$ cat src/rtl/hc595_chain_if.sv
// Handshake bundle between a word producer and the hc595_chain serializer.
// The producer drives a word plus valid; the serializer answers with ready
// whenever its one-word pending buffer is empty.
interface hc595_chain_if #(
  parameter int W = 16
);
  logic [W-1:0] i_Data;
  logic         i_Valid;
  logic         o_Ready;

  modport master (output i_Data, output i_Valid, input o_Ready);
  modport slave  (input i_Data, input i_Valid, output o_Ready);
endinterface

$ cat src/rtl/hc595_chain.sv
// Serializer for a cascade of 74hc595 shift registers.
// Accepts W-bit words through a one-word pending buffer, shifts them out on
// SER/SRCLK with a programmable half-period, pulses RCLK to latch the frame
// and enables the outputs (OE_n low) once the first complete frame is latched.
module hc595_chain #(
  parameter int N_REGS    = 2,
  parameter int CLK_DIV   = 2,
  parameter int LSB_FIRST = 0
) (
  input  logic         i_clk,
  input  logic         i_Reset,
  hc595_chain_if.slave bus,
  output logic         o_Busy,
  output logic         o_SER,
  output logic         o_SRCLK,
  output logic         o_RCLK,
  output logic         o_OE_n
);

  localparam int W     = 8 * N_REGS;
  localparam int DIV_W = ($clog2(CLK_DIV + 1) < 1) ? 1 : $clog2(CLK_DIV + 1);
  localparam int BIT_W = ($clog2(W) < 1) ? 1 : $clog2(W);

  localparam logic [DIV_W-1:0] DIV_LAST = DIV_W'(CLK_DIV - 1);
  localparam logic [BIT_W-1:0] BIT_LAST = BIT_W'(W - 1);
  localparam logic [DIV_W-1:0] DIV_ONE  = DIV_W'(1);
  localparam logic [BIT_W-1:0] BIT_ONE  = BIT_W'(1);

  typedef enum logic [2:0] {
    IDLE,
    SETUP,
    HIGH,
    LATCH,
    GAP
  } state_t;

  state_t           state_q;
  logic [W-1:0]     pend_q;
  logic [W-1:0]     pend_d;
  logic             pendFull_q;
  logic             pendFull_d;
  logic [W-1:0]     shift_q;
  logic [W-1:0]     shiftAdv_d;
  logic [DIV_W-1:0] divCnt_q;
  logic [BIT_W-1:0] bitCnt_q;
  logic             ser_q;
  logic             srclk_q;
  logic             rclk_q;
  logic             oeN_q;
  logic             accept;
  logic             load;
  logic             firstBit;
  logic             nextBit;
  logic             divLast;

  // Pending buffer next state: a load empties it, an accept fills it, and an
  // accept wins if both happen in the same cycle so the new word is kept.
  always_comb begin
    accept     = bus.i_Valid && !pendFull_q;
    load       = (state_q == IDLE) && pendFull_q;
    pend_d     = pend_q;
    pendFull_d = pendFull_q;
    if (load) begin
      pendFull_d = 1'b0;
    end
    if (accept) begin
      pend_d     = bus.i_Data;
      pendFull_d = 1'b1;
    end
  end

  // Bit-order selection: which end of the word leaves first, and what the
  // shifter looks like after one bit has been sent.
  always_comb begin
    if (LSB_FIRST != 0) begin
      shiftAdv_d = {1'b0, shift_q[W-1:1]};
      firstBit   = pend_q[0];
      nextBit    = shift_q[1];
    end else begin
      shiftAdv_d = {shift_q[W-2:0], 1'b0};
      firstBit   = pend_q[W-1];
      nextBit    = shift_q[W-2];
    end
    divLast = (divCnt_q == DIV_LAST);
  end

  // Pending buffer register; reset empties it and i_Valid is ignored then.
  always_ff @(posedge i_clk) begin
    if (i_Reset) begin
      pend_q     <= '0;
      pendFull_q <= 1'b0;
    end else begin
      pend_q     <= pend_d;
      pendFull_q <= pendFull_d;
    end
  end

  // Frame sequencer with registered pin outputs, so SER/SRCLK/RCLK/OE_n
  // always reflect the state register exactly and never glitch.
  always_ff @(posedge i_clk) begin
    if (i_Reset) begin
      state_q  <= IDLE;
      shift_q  <= '0;
      divCnt_q <= '0;
      bitCnt_q <= '0;
      ser_q    <= 1'b0;
      srclk_q  <= 1'b0;
      rclk_q   <= 1'b0;
      oeN_q    <= 1'b1;
    end else begin
      case (state_q)
        IDLE: begin
          ser_q   <= 1'b0;
          srclk_q <= 1'b0;
          rclk_q  <= 1'b0;
          if (pendFull_q) begin
            shift_q  <= pend_q;
            bitCnt_q <= '0;
            divCnt_q <= '0;
            ser_q    <= firstBit;
            state_q  <= SETUP;
          end
        end
        SETUP: begin
          if (divLast) begin
            divCnt_q <= '0;
            srclk_q  <= 1'b1;
            state_q  <= HIGH;
          end else begin
            divCnt_q <= divCnt_q + DIV_ONE;
          end
        end
        HIGH: begin
          if (divLast) begin
            divCnt_q <= '0;
            srclk_q  <= 1'b0;
            if (bitCnt_q == BIT_LAST) begin
              ser_q   <= 1'b0;
              rclk_q  <= 1'b1;
              state_q <= LATCH;
            end else begin
              bitCnt_q <= bitCnt_q + BIT_ONE;
              shift_q  <= shiftAdv_d;
              ser_q    <= nextBit;
              state_q  <= SETUP;
            end
          end else begin
            divCnt_q <= divCnt_q + DIV_ONE;
          end
        end
        LATCH: begin
          if (divLast) begin
            divCnt_q <= '0;
            rclk_q   <= 1'b0;
            oeN_q    <= 1'b0;
            state_q  <= GAP;
          end else begin
            divCnt_q <= divCnt_q + DIV_ONE;
          end
        end
        GAP: begin
          state_q <= IDLE;
        end
        default: begin
          state_q <= IDLE;
        end
      endcase
    end
  end

  assign bus.o_Ready = !pendFull_q;
  assign o_Busy      = (state_q != IDLE);
  assign o_SER       = ser_q;
  assign o_SRCLK     = srclk_q;
  assign o_RCLK      = rclk_q;
  assign o_OE_n      = oeN_q;

endmodule

$ cat src/flat_wrapper.sv
// flat-port wrapper written by rule: the top's interface ports become plain ports
module hc595_chain_flat 
#(
  parameter int N_REGS    = 2,
  parameter int CLK_DIV   = 2,
  parameter int LSB_FIRST = 0
)
  (i_clk, i_Reset, o_Busy, o_SER, o_SRCLK, o_RCLK, o_OE_n, bus_i_Data, bus_i_Valid, bus_o_Ready);
  hc595_chain_if #(.W(16)) bus_i ();
  input  logic i_clk;
  input  logic i_Reset;
  output logic o_Busy;
  output logic o_SER;
  output logic o_SRCLK;
  output logic o_RCLK;
  output logic o_OE_n;
  input wire logic [$bits(bus_i.i_Data)-1:0] bus_i_Data;
  input wire logic [$bits(bus_i.i_Valid)-1:0] bus_i_Valid;
  output wire logic [$bits(bus_i.o_Ready)-1:0] bus_o_Ready;
  assign bus_i.i_Data = bus_i_Data;
  assign bus_i.i_Valid = bus_i_Valid;
  assign bus_o_Ready = bus_i.o_Ready;
  hc595_chain #(.N_REGS(N_REGS), .CLK_DIV(CLK_DIV), .LSB_FIRST(LSB_FIRST)) u_core (.i_clk(i_clk), .i_Reset(i_Reset), .bus(bus_i), .o_Busy(o_Busy), .o_SER(o_SER), .o_SRCLK(o_SRCLK), .o_RCLK(o_RCLK), .o_OE_n(o_OE_n));
endmodule
$ cat config.mk
export PLATFORM = sky130hd
export DESIGN_NAME = hc595_chain_flat
export DESIGN_NICKNAME = d
export VERILOG_FILES = /design/src/rtl/hc595_chain_if.sv /design/src/rtl/hc595_chain.sv /design/src/flat_wrapper.sv
export SDC_FILE = /design/constraint.sdc
export NUM_CORES = 1
export LEC_CHECK = 0
export ABC_AREA = 1
export CAP_MARGIN = 20
export CORE_ASPECT_RATIO = 1.4
export CORE_MARGIN = 2
export CORE_UTILIZATION = 57
export CTS_BUF_LIST = sky130_fd_sc_hd__clkbuf_4
export DETAILED_ROUTE_END_ITERATION = 8
export PLACE_DENSITY_LB_ADDON = 0.25
export SETUP_SLACK_MARGIN = 0.1
export SLEW_MARGIN = 20
export SYNTH_ARGS = -nofsm -noshare
export SYNTH_HDL_FRONTEND = slang
export SYNTH_SLANG_ARGS = --single-unit
$ cat constraint.sdc
create_clock -name i_clk -period 1.7 [get_ports i_clk]
set_input_delay 0.34 -clock i_clk [delete_from_list [all_inputs] [get_ports i_clk]]
set_output_delay 0.34 -clock i_clk [all_outputs]
set_load 0.01 [all_outputs]
* Word-level counts from Yosys, hierarchy flattened
Index checks and enable logic that the tools add are counted.
** Word-level totals
- Register bits :: 45
- Input bits :: 19
- Output and inout port bits :: 6
** Operators by class
- $add $sub $neg :: 2
- Equality and inequality tests :: 11
- Muxes and demuxes :: 29
- Reductions and logical operators :: 18
** Operators with widths (number)
- two-way mux 15 bit :: 3
- case mux 15 bit (2 select lines) :: 1
- two-way mux 3 bit :: 4
- two-way mux 4 bit :: 3
- case mux 3 bit (4 select lines) :: 1
- AND reduction 4 bit :: 3
- != test 2 x 1 -> 1 bit, second input constant :: 5
- two-way mux 1 bit :: 9
- nonzero test 3 bit :: 3
- case mux 4 bit (2 select lines) :: 1
- equality test 3 x 2 -> 1 bit, second input constant :: 2
- two-way mux 2 bit :: 3
- case mux 1 bit (3 select lines) :: 2
- AND reduction 2 bit :: 3
- nonzero test 2 bit :: 3
- adder 4 x 1 -> 4 bit, second input constant :: 1
- equality test 4 bit, second input constant :: 1
- case mux 2 bit (2 select lines) :: 1
- equality test 3 x 1 -> 1 bit, second input constant :: 1
- zero test 3 bit :: 1
- AND reduction 3 bit :: 1
- OR reduction 3 bit :: 1
- adder 2 x 1 -> 2 bit, second input constant :: 1
- equality test 2 x 1 -> 1 bit, second input constant :: 1
- 4 further kinds :: 5

* Depth between registers and ports, before layout
- Word-level depth :: 4
- Depth in mapped cells :: 9
- Mapped depth without buffers :: 8

* Least setup slack after synthesis
Ideal clock, no wire load.
- Path kind :: register to register
- Start :: register u_core.bitCnt_q[0]
- End :: register u_core.bitCnt_q[0]
- Setup time :: 0.115 ns
- Arrival time :: 1.201 ns
- Required time :: 1.585 ns
- Slack :: 0.384 ns
- Cell stages (with the launch flop) :: 8
- Path buffers :: 0
- Path through :: dfxtp_1 > ha_1 > nand2_1 > nor2_1 > o21ai_0 > nand3_1 > nand2_1 > nor2_1
** Between the ends
- Cells in the longest elaborated chain, start to end :: 4
- Elaborated cells on any way between the ends :: 7
- Those cells by class :: add/sub: 1; eq/ne: 2; mux: 3; reduce/logical: 1
** Ends and longest elaborated chain
- from (decl) :: RTL line hc595_chain.sv:45 : logic [BIT_W-1:0] bitCnt_q;
- from (signal assigned) :: RTL line hc595_chain.sv:142 : bitCnt_q <= bitCnt_q + BIT_ONE;
- adder 4 x 1 -> 4 bit :: RTL line hc595_chain.sv:142
- two-way mux 4 bit :: RTL line hc595_chain.sv:137 : if (bitCnt_q == BIT_LAST) begin
- two-way mux 4 bit :: RTL line hc595_chain.sv:134 : if (divLast) begin
- case mux 4 bit (2 select lines) :: RTL line hc595_chain.sv:111 : case (state_q)
Several ways; a longest one is shown, not always the timed one. The select of a mux whose other input is x is not followed.
A chain may end at the register's enable or synchronous reset.

* Worst setup path after layout
- Start :: register u_core.state_q[0]
- End :: output port o_Busy
** Between the ends
- Cells in the longest elaborated chain, start to end :: 1
** Ends and longest elaborated chain
- from (decl) :: RTL line hc595_chain.sv:37 : state_t state_q;
- from (signal assigned) :: RTL line hc595_chain.sv:102 : state_q <= IDLE;
- from (signal assigned) :: RTL line hc595_chain.sv:121 : state_q <= SETUP;
- from (signal assigned) :: RTL line hc595_chain.sv:128 : state_q <= HIGH;
- nonzero test 3 bit :: RTL line hc595_chain.sv:172 : assign o_Busy = (state_q != IDLE);
- to (decl) :: RTL line flat_wrapper.sv:12 : output logic o_Busy;
Every way passes these cells.

==> results.cfg <==
[placement]
globalplace.congestion = 0.798
port_buffers = 24
dpl.hpwl_mm = 2.89
place_inst = 360

[min_path]
hp-start = u_core.divCnt_q[1]
hold_path_class = register to register
holdPathEnd = u_core.divCnt_q[1]
hold_depth = 2

[cts]
cts_tree = yes
clk_pin_slew_worst_paths_ns = 0.12
cts_buffers = 5
cts.path.max_buffers = 2
cts_root_buf = clkbuf_4
clk_latency_ns = 0.35
cts_sinks = 45
cts_hold_buffers = 0
htree_levels = 2

[setup_path]
crit_fanout = 3
critPathArrivalTime_ns = 1.21
rr_worst_depth = 7
worstReg2RegStart = u_core.state_q[0]
cp-start-kind = register
crit_type = register to primary output
rrSetupSlack_ns = 0.23
end_kind = primary output
required_ns = 1.36
rr_endpoint = u_core.shift_q[11]

[yosys]
syn_inst = 303
synth_fp_nets = 323
synthArstFlopShare_pct = 0
yosys_warnings = 0
synth_edf_count = 0
syn_area_mm2 = 0.00205
synthDistinctLibCells = 23
ys.flop_type = dfxtp_1
ys_seq_area_share_pct = 44.0
syn_area_per_cell_um2 = 6.76
synth-seq-cells = 45

[timing]
fin_setup_tns_ns = 0
rsz0062_at_grt = false
worstMarginPinSlew_ns = 0.463
min_period_ns = 1.55
drv_slew = 0
skew_ns = 0.0109
hold_violations = 0
setup_viol = 0
max-slew-margin-rel_pct = 69.1
hold_slack_ns = 0.446
fin_crit_sh_pct = 91.2
clock.fmax_mhz = 645

[run_status]
status = finished, final reports clean

[floorplan]
initial_utilization_pct = 60.1
core_mm2 = 0.00341
die_w_um = 54.7
fp.dieArea_mm2 = 0.00410
ios = 25
die_h_um = 74.9
std_cell_rows = 25

[route]
first_pass_iters = 4
wl_mm = 4.33
vias = 1896
wire_per_inst_um = 11.7
remaining_drc_errors = 0
ant_nets = 0
drt_iter0_drc = 38
viasPerCell = 5.14

[power]
p_leak_uw = 0.00115
powerDensity_mw_per_mm2 = 947
peakVddDrop_mv = 0.790

[layout]
drive_gt1_share_pct = 9.73
fill_cells = 283
syn2layout_area_growth_pct = 17.6
n_antenna_cell = 0
final_cells = 369
fin_nets = 350

[global_route]
grt_overflow = 0
grt_max_degree = 37
grt.total_usage_pct = 22.2
grt_pass1_wl_mm = 6.70
grt_pass1_vias = 1687
antenna_found_initial = 0

[flow_run]
max-cap-violations = 0
## placed cells by master, fill, tap and decap left out
cell type / instances
nand2_2: 4
nand2_4: 1
nand3_4: 2
dlygate4sd2_1: 2
inv_4: 1
buf_12: 1
inv_1: 25
o21ai_0: 34
nor2_1: 76
ha_1: 1
inv_2: 3
dfxtp_2: 1
clkdlybuf4s50_1: 18
nor2_2: 1
nand4_1: 2
buf_4: 7
nand3_1: 14
dfxtp_1: 42
nor2_4: 2
nand2_1: 63
o21ai_1: 2
o211ai_1: 1
clkinv_1: 1
clkbuf_4: 5
dlymetal6s2s_1: 4
a21oi_1: 12
clkinv_2: 1
dfxtp_4: 2
or2_2: 1
## flip-flops by register name, summed over array words and instances (netlist names)
name               flops
u_core.divCnt_q        2
u_core.pend_q         16
u_core.shift_q        15
u_core.bitCnt_q        4
u_core.o_SRCLK         1
u_core.o_OE_n          1
u_core.pendFull_q      1
u_core.state_q         3
u_core.o_SER           1
u_core.o_RCLK          1
## layer usage
| metal | global-route usage [%] | wire length (µm) | up-vias |
|---|---|---|---|
| met2 | 42.9 | 2370 | 32 |
| met1 | 21.3 | 1770 | 860 |
| met4 | 9.17 | 73 | 0 |
| li1 | - | - | 997 |
| met3 | 5.16 | 119 | 7 |
| met5 | 0 | 0 | - |
## final cells by class
cell class,count,area [µm²],share of cell area (%)
Clock buffer,5,37.5,1.56
Timing Repair Buffer,32,320,13.3
Inverter,30,115,4.78
Sequential cell,45,910,37.8
Clock inverter,1,5.00,0.208
Tap cell,40,50.0,2.08
Multi-Input combinational cell,216,971,40.3
## power by group
group / switching [µW] / internal, µW
clock network: 318 / 144
registers: 52.1 / 1170
logic: 361 / 241
total: 731 / 1550
## critical path, cell delays in order, from the launching register on
cell	delay [ns]
dfxtp_4	0.38
nor2_4	0.12
nand2_1	0.07
dlygate4sd2_1	0.29
## how the worst max path moves through the flow
stage | slack, ns | from | cells past startpoint | endpoint
floorplan | 0.38 | u_core.bitCnt_q[0] | 7 | u_core.bitCnt_q[0]
global placement | 0.18 | u_core.bitCnt_q[0] | 8 | u_core.shift_q[7]
detailed placement | 0.11 | bus_i_Valid | 5 | u_core.pend_q[13]
CTS | 0.09 | u_core.state_q[2] | 3 | o_Busy
global route | 0.11 | u_core.state_q[0] | 3 | o_Busy
finish | 0.15 | u_core.state_q[0] | 3 | o_Busy
## cell families after synthesis
logic type	after synthesis	share of synthesized area, %
compound gates	49	12.1
buf+inv	43	9.59
simple gates	165	33.7
fa+ha+maj	1	0.611
flops	45	44.0
## timing repair
action / 4_1_cts / 5_1_grt
setup buffers: 0 / 2
cloned: 0 / 1
endpoints found under the setup margin: 2 / 24
pin swaps: 0 / 1
resized for setup: 6 / 9
## per-stage QoR
step	setup slack, ns	util [%]	area, µm²	power, µW
3_5_place_dp	0.111	67.8	2310	1820
6_report	0.150	70.6	2410	2280
3_3_place_gp	0.178	67.8	2310	1800
2_1_floorplan	0.384	-	2050	1660
4_1_cts	0.0899	69.2	2360	2260
5_1_grt	0.111	70.6	2410	2420
## cells in the mapped netlist, types with 3 or more instances
| cell type | instances | share of area [%] |
|---|---|---|
| nor2_1 | 77 | 14 |
| nand2_1 | 63 | 12 |
| nand3_1 | 14 | 3.4 |
| buf_4 | 3 | 1.1 |
| dfxtp_1 | 45 | 44 |
| o21ai_0 | 35 | 8.6 |
| buf_2 | 4 | 0.98 |
| inv_1 | 25 | 4.6 |
| a21oi_1 | 12 | 2.9 |
| inv_2 | 4 | 0.73 |
| nand2_2 | 4 | 1.2 |
| clkbuf_1 | 3 | 0.55 |
(Power assumes the default switching activity.)
==> variant 1: new RTL, same settings <==
`CLK_DIV` is set to 2 in 2 places; all go to 1.
--- a/src/rtl/hc595_chain.sv
+++ b/src/rtl/hc595_chain.sv
@@ -4,7 +4,7 @@
 // and enables the outputs (OE_n low) once the first complete frame is latched.
 module hc595_chain #(
   parameter int N_REGS    = 2,
-  parameter int CLK_DIV   = 2,
+  parameter int CLK_DIV   = 1,
   parameter int LSB_FIRST = 0
 ) (
   input  logic         i_clk,
--- a/src/flat_wrapper.sv
+++ b/src/flat_wrapper.sv
@@ -2,7 +2,7 @@
 module hc595_chain_flat 
 #(
   parameter int N_REGS    = 2,
-  parameter int CLK_DIV   = 2,
+  parameter int CLK_DIV   = 1,
   parameter int LSB_FIRST = 0
 )
   (i_clk, i_Reset, o_Busy, o_SER, o_SRCLK, o_RCLK, o_OE_n, bus_i_Data, bus_i_Valid, bus_o_Ready);
Function: changed (Yosys sat finds a counterexample within 4 cycles, from zero or initial values and one cycle with i_Reset high).
==> variant 1 against the unedited design <==
- worst setup slack better by 0.010 ns
- power is 1.8% lower
- global-route usage is 0.94 points lower
- wire length is 16% lower
- first-iteration DRC count stayed put
- count of clock-buffer cells in the layout is 2 higher
- worst hold slack better by 0.018 ns
- via count is 10% lower
- sequential cell count is 2 lower
- critical endpoint unchanged
- synthesized area is 4.8% lower
- cell area is 4.0% lower
==> variant 1: results (changes against the unedited design) <==
synthTopCellsByArea: "dfxtp_1 (44%), nand2_1 (15%), nor2_1 (13%), o21ai_0 (4.6%), inv_1 (4.2%)"
dpl_worst_slack_ns: 0.2220  # +0.1106 ns
fin_nets: 335  # -4.3%
clockBufferDepth: 2  # unchanged
hold_path.class: "reg2reg"
synth_common_cells: "nand2_1 (79), nor2_1 (68), dfxtp_1 (43)"
hpwlAfterDp_um: 2624  # -9.4%
rr_worst_depth: 7  # unchanged
synth_cell_type_count: 25  # +8.7%
cts-htree-levels: 2  # unchanged
gp_congestion: 0.7889  # -1.2%
dr.pass1.iters: 7  # +3
reg_top3: "u_core.pend_q (16), u_core.shift_q (15), u_core.bitCnt_q (4)"
n_antenna_cell: 0  # unchanged
fillers: 293  # +3.5%
cellLeakagePower_nw: 1.117  # -3.2%
critPathLaunch: "u_core.state_q[2]$_SDFFE_PP0P_"
synth_nets: 304  # -5.9%
vdd_ir_drop_max_uv: 695.5  # -12%
track_usage_pct: 21.27  # -0.94 points
fin_worst_hold_slack_ns: 0.4645  # +0.01843 ns
r2r_start: "u_core.bitCnt_q[0]$_SDFFE_PP0P_"
hold_start: "u_core.o_RCLK$_SDFFE_PP0P_"
post_dp_cell_area_um2: 2227  # -3.7%
setup_slack_ns: 0.1602  # +0.01047 ns
first_global_vias: 1498  # -11%
pg_comb_uw: 544  # -9.6%
p_seq_share_pct: 53.4  # about the same
instances_no_fill: 356  # -3.5%
hold_end: "u_core.o_RCLK$_SDFFE_PP0P_"
finalPower_mw: 2.240  # -1.8%
grt_max_degree: 33  # -11%
top_register: "u_core.pend_q"
tightest_slew_ns: 0.3927  # -0.07042 ns
rrSetupSlack_ns: 0.24
viasPerCell: 4.767  # -7.2%
clk_pin_slew_ns: 0.11
drive_gt1_share_pct: 13.61  # +3.9 points
r2r-end: "u_core.shift_q[8]$_SDFFE_PP0P_"
synthCells: 284  # -6.3%
wl_per_cell_um: 10.24  # -13%
status: "finished, final reports clean"
final_area_um2: 2312  # -4.0%
yosysSeqAreaShare_pct: 44.13  # +0.15 points
cp-endpoint: "o_Busy"
place_inst: 346  # -3.9%
drt_iter0_markers: 38  # unchanged
power.switching_uw: 677.4  # -7.3%
slowest_stage: "dfxtp_2"
io_buffers: 24  # unchanged
async_flop_share_pct: 0  # unchanged
root_buffer: "clkbuf_4"
grt_pass1_wl_um: 6210  # -7.3%
max_stage_delay_ns: 0.36  # -0.02 ns
clk_latency_ns: 0.34
clock_skew_ns: 0.008018  # -0.002893 ns
variant 1: layer usage:
layer | vias up | routed length, µm | GRT usage (%)
met5 | - | 0 | 0
met4 | 0 | 48 | 7.123
met3 | 5 | 144 | 4.918
met2 | 29 | 1840 | 37.59
met1 | 743 | 1609 | 24.48
li1 | 920 | - | -
variant 1: area by class of cell:
type | count | share of cell area (%)
clock buffer | 7 | 2.273
multi-input combinational | 204 | 38.69
clock inverter | 1 | 0.2164
sequential | 43 | 37.45
timing repair buffer | 36 | 15.15
inverter | 25 | 4.058
tap | 40 | 2.164
variant 1: kinds of logic after synthesis:
family | after synthesis | synth area share [%]
compound gates | 28 | 7.505
fa+ha+maj | 1 | 0.6413
buf+inv | 37 | 10.01
flops | 43 | 44.13
simple gates | 175 | 37.72
variant 1: timing repair:
item                       CTS  global route
gates cloned                 0             0
setup endpoints to repair    2            13
hold endpoints to repair     0             0
buffers inserted             0             2
resized for setup            5             4
pin swaps                    0             2
==> variant 2: new RTL, config.mk and constraints unchanged <==
Without the edit above. Re-encode `state_t` (5 states) as one-hot, 5 bits wide.
--- a/src/rtl/hc595_chain.sv
+++ b/src/rtl/hc595_chain.sv
@@ -26,12 +26,12 @@
   localparam logic [DIV_W-1:0] DIV_ONE  = DIV_W'(1);
   localparam logic [BIT_W-1:0] BIT_ONE  = BIT_W'(1);
 
-  typedef enum logic [2:0] {
-    IDLE,
-    SETUP,
-    HIGH,
-    LATCH,
-    GAP
+  typedef enum logic [4:0] {
+    IDLE  = 5'b00001,
+    SETUP = 5'b00010,
+    HIGH  = 5'b00100,
+    LATCH = 5'b01000,
+    GAP   = 5'b10000
   } state_t;
 
   state_t           state_q;
Formal check against the unedited RTL: same outputs for any inputs over 10 cycles, from zero or initial values and one cycle with i_Reset high; not proved beyond that.
==> variant 2 against the unedited design <==
- wire length rose by 5.8%
- worst setup slack gained 0.017 ns
- power rose by 5.6%
- synthesized cell count rose by 9.9%
- synthesized area grew 7.9%
- cell area is 11% higher
- largest power group unchanged
- final cell count rose by 11%
- combinational power decreased by 3%
- sequential cell count up 2
==> variant 2: results (changes against the unedited design) <==
vdd_ir_drop_max_uv: 731.0  # -7.5%
fillers: 336  # +19%
grt_pass1_wl_um: 8010  # +20%
synth_common_cells: "nand2_1 (103), nor2_1 (79), dfxtp_1 (47)"
via_count: 2037  # +7.4%
clock_skew_ns: 0.004207  # -0.006704 ns
dr.pass1.iters: 4  # unchanged
post_dp_cell_area_um2: 2495  # +7.9%
drt_iter0_markers: 61  # +61%
hpwlAfterDp_um: 2988  # +3.2%
drt-total-wl_um: 4578  # +5.8%
synth_nets: 353  # +9.3%
path_max_fanout: 4  # +1
synthXorXnorAreaFrac_pct: 0.3964  # +0.40 points
reg_top3: "u_core.pend_q (16), u_core.shift_q (15), u_core.state_q (5)"
track_usage_pct: 22.60  # +0.39 points
synthTopCellsByArea: "dfxtp_1 (43%), nand2_1 (17%), nor2_1 (13%), inv_1 (4.8%), o21ai_0 (4.1%)"
crit_arrival_ns: 1.19  # -0.02 ns
status: "finished, final reports clean"
first_global_vias: 1937  # +15%
pwr_density_cell_nw_per_um2: 904.9  # -4.5%
synth_area_per_cell_um2: 6.635  # -1.8%
cellLeakagePower_nw: 1.306  # +13%
yosysSeqAreaShare_pct: 42.58  # -1.4 points
slew-limit-headroom_pct: 68.34  # -0.76 points
drive_gt1_share_pct: 12.53  # +2.8 points
==> variant 2: final cells by class <==
class	instances	area share, %
clock buffers	7	1.974
multi-input cells	245	42.20
well taps	42	1.974
flip-flops and latches	47	35.67
repair buffers	37	13.77
clock inverters	1	0.1880
inverters	30	4.229
==> variant 2: path summary, 6_finish.rpt <==
path | from | endpoint | slack, ns | cells after the start
worst min register to register | u_core.divCnt_q[1]$_SDFFE_PP0P_ | u_core.divCnt_q[1]$_SDFFE_PP0P_ | 0.45 | 2
worst max-delay path | u_core.state_q[0]$_SDFFE_PP1P_ | o_Busy | 0.17 | 4
worst min-delay path | u_core.divCnt_q[1]$_SDFFE_PP0P_ | u_core.divCnt_q[1]$_SDFFE_PP0P_ | 0.45 | 2
worst max register to register | u_core.state_q[2]$_SDFFE_PP0P_ | u_core.bitCnt_q[0]$_SDFFE_PP0P_ | 0.20 | 8
==> variant 2: worst reg2reg max path, cell delays in order, from the launching register on <==
cell and delay (ns):
dfxtp_2 0.39, inv_1 0.08, nor2_2 0.14, nand3_2 0.12, buf_4 0.24, or2_2 0.29, nand2_1 0.06, nand2_1 0.04
nor2_1 0.08
==> variant 2: per-layer routing <==
layer / share of wire [%] / global-route usage, % / vias up
met5: 0 / 0 / -
met4: 2.3 / 10.95 / 0
met3: 2.7 / 3.667 / 11
met2: 54 / 42.21 / 32
met1: 41 / 23.79 / 912
li1: - / - / 1082
==> variant 2: kinds of logic after synthesis <==
logic type / after synthesis
xor gates and xnor gates: 1
adders and majority gates: 1
AOI/OAI and AO/OA: 28
buffers and inverters: 43
and+or+nand+nor: 213
DFF: 47
==> variant 2: repair_timing <==
action | 4_1_cts | 5_1_grt
gates resized for setup | 6 | 13
gates cloned | 1 | 1
pin swaps | 3 | 3
buffers inserted | 1 | 6
endpoints found under the setup margin | 19 | 23
==> variant 2: power by group <==
part	leakage [nW]	internal, mW	switching [mW]
clock network	0.0361	0.194	0.342
registers	0.389	1.22	0.0684
logic	0.881	0.248	0.334
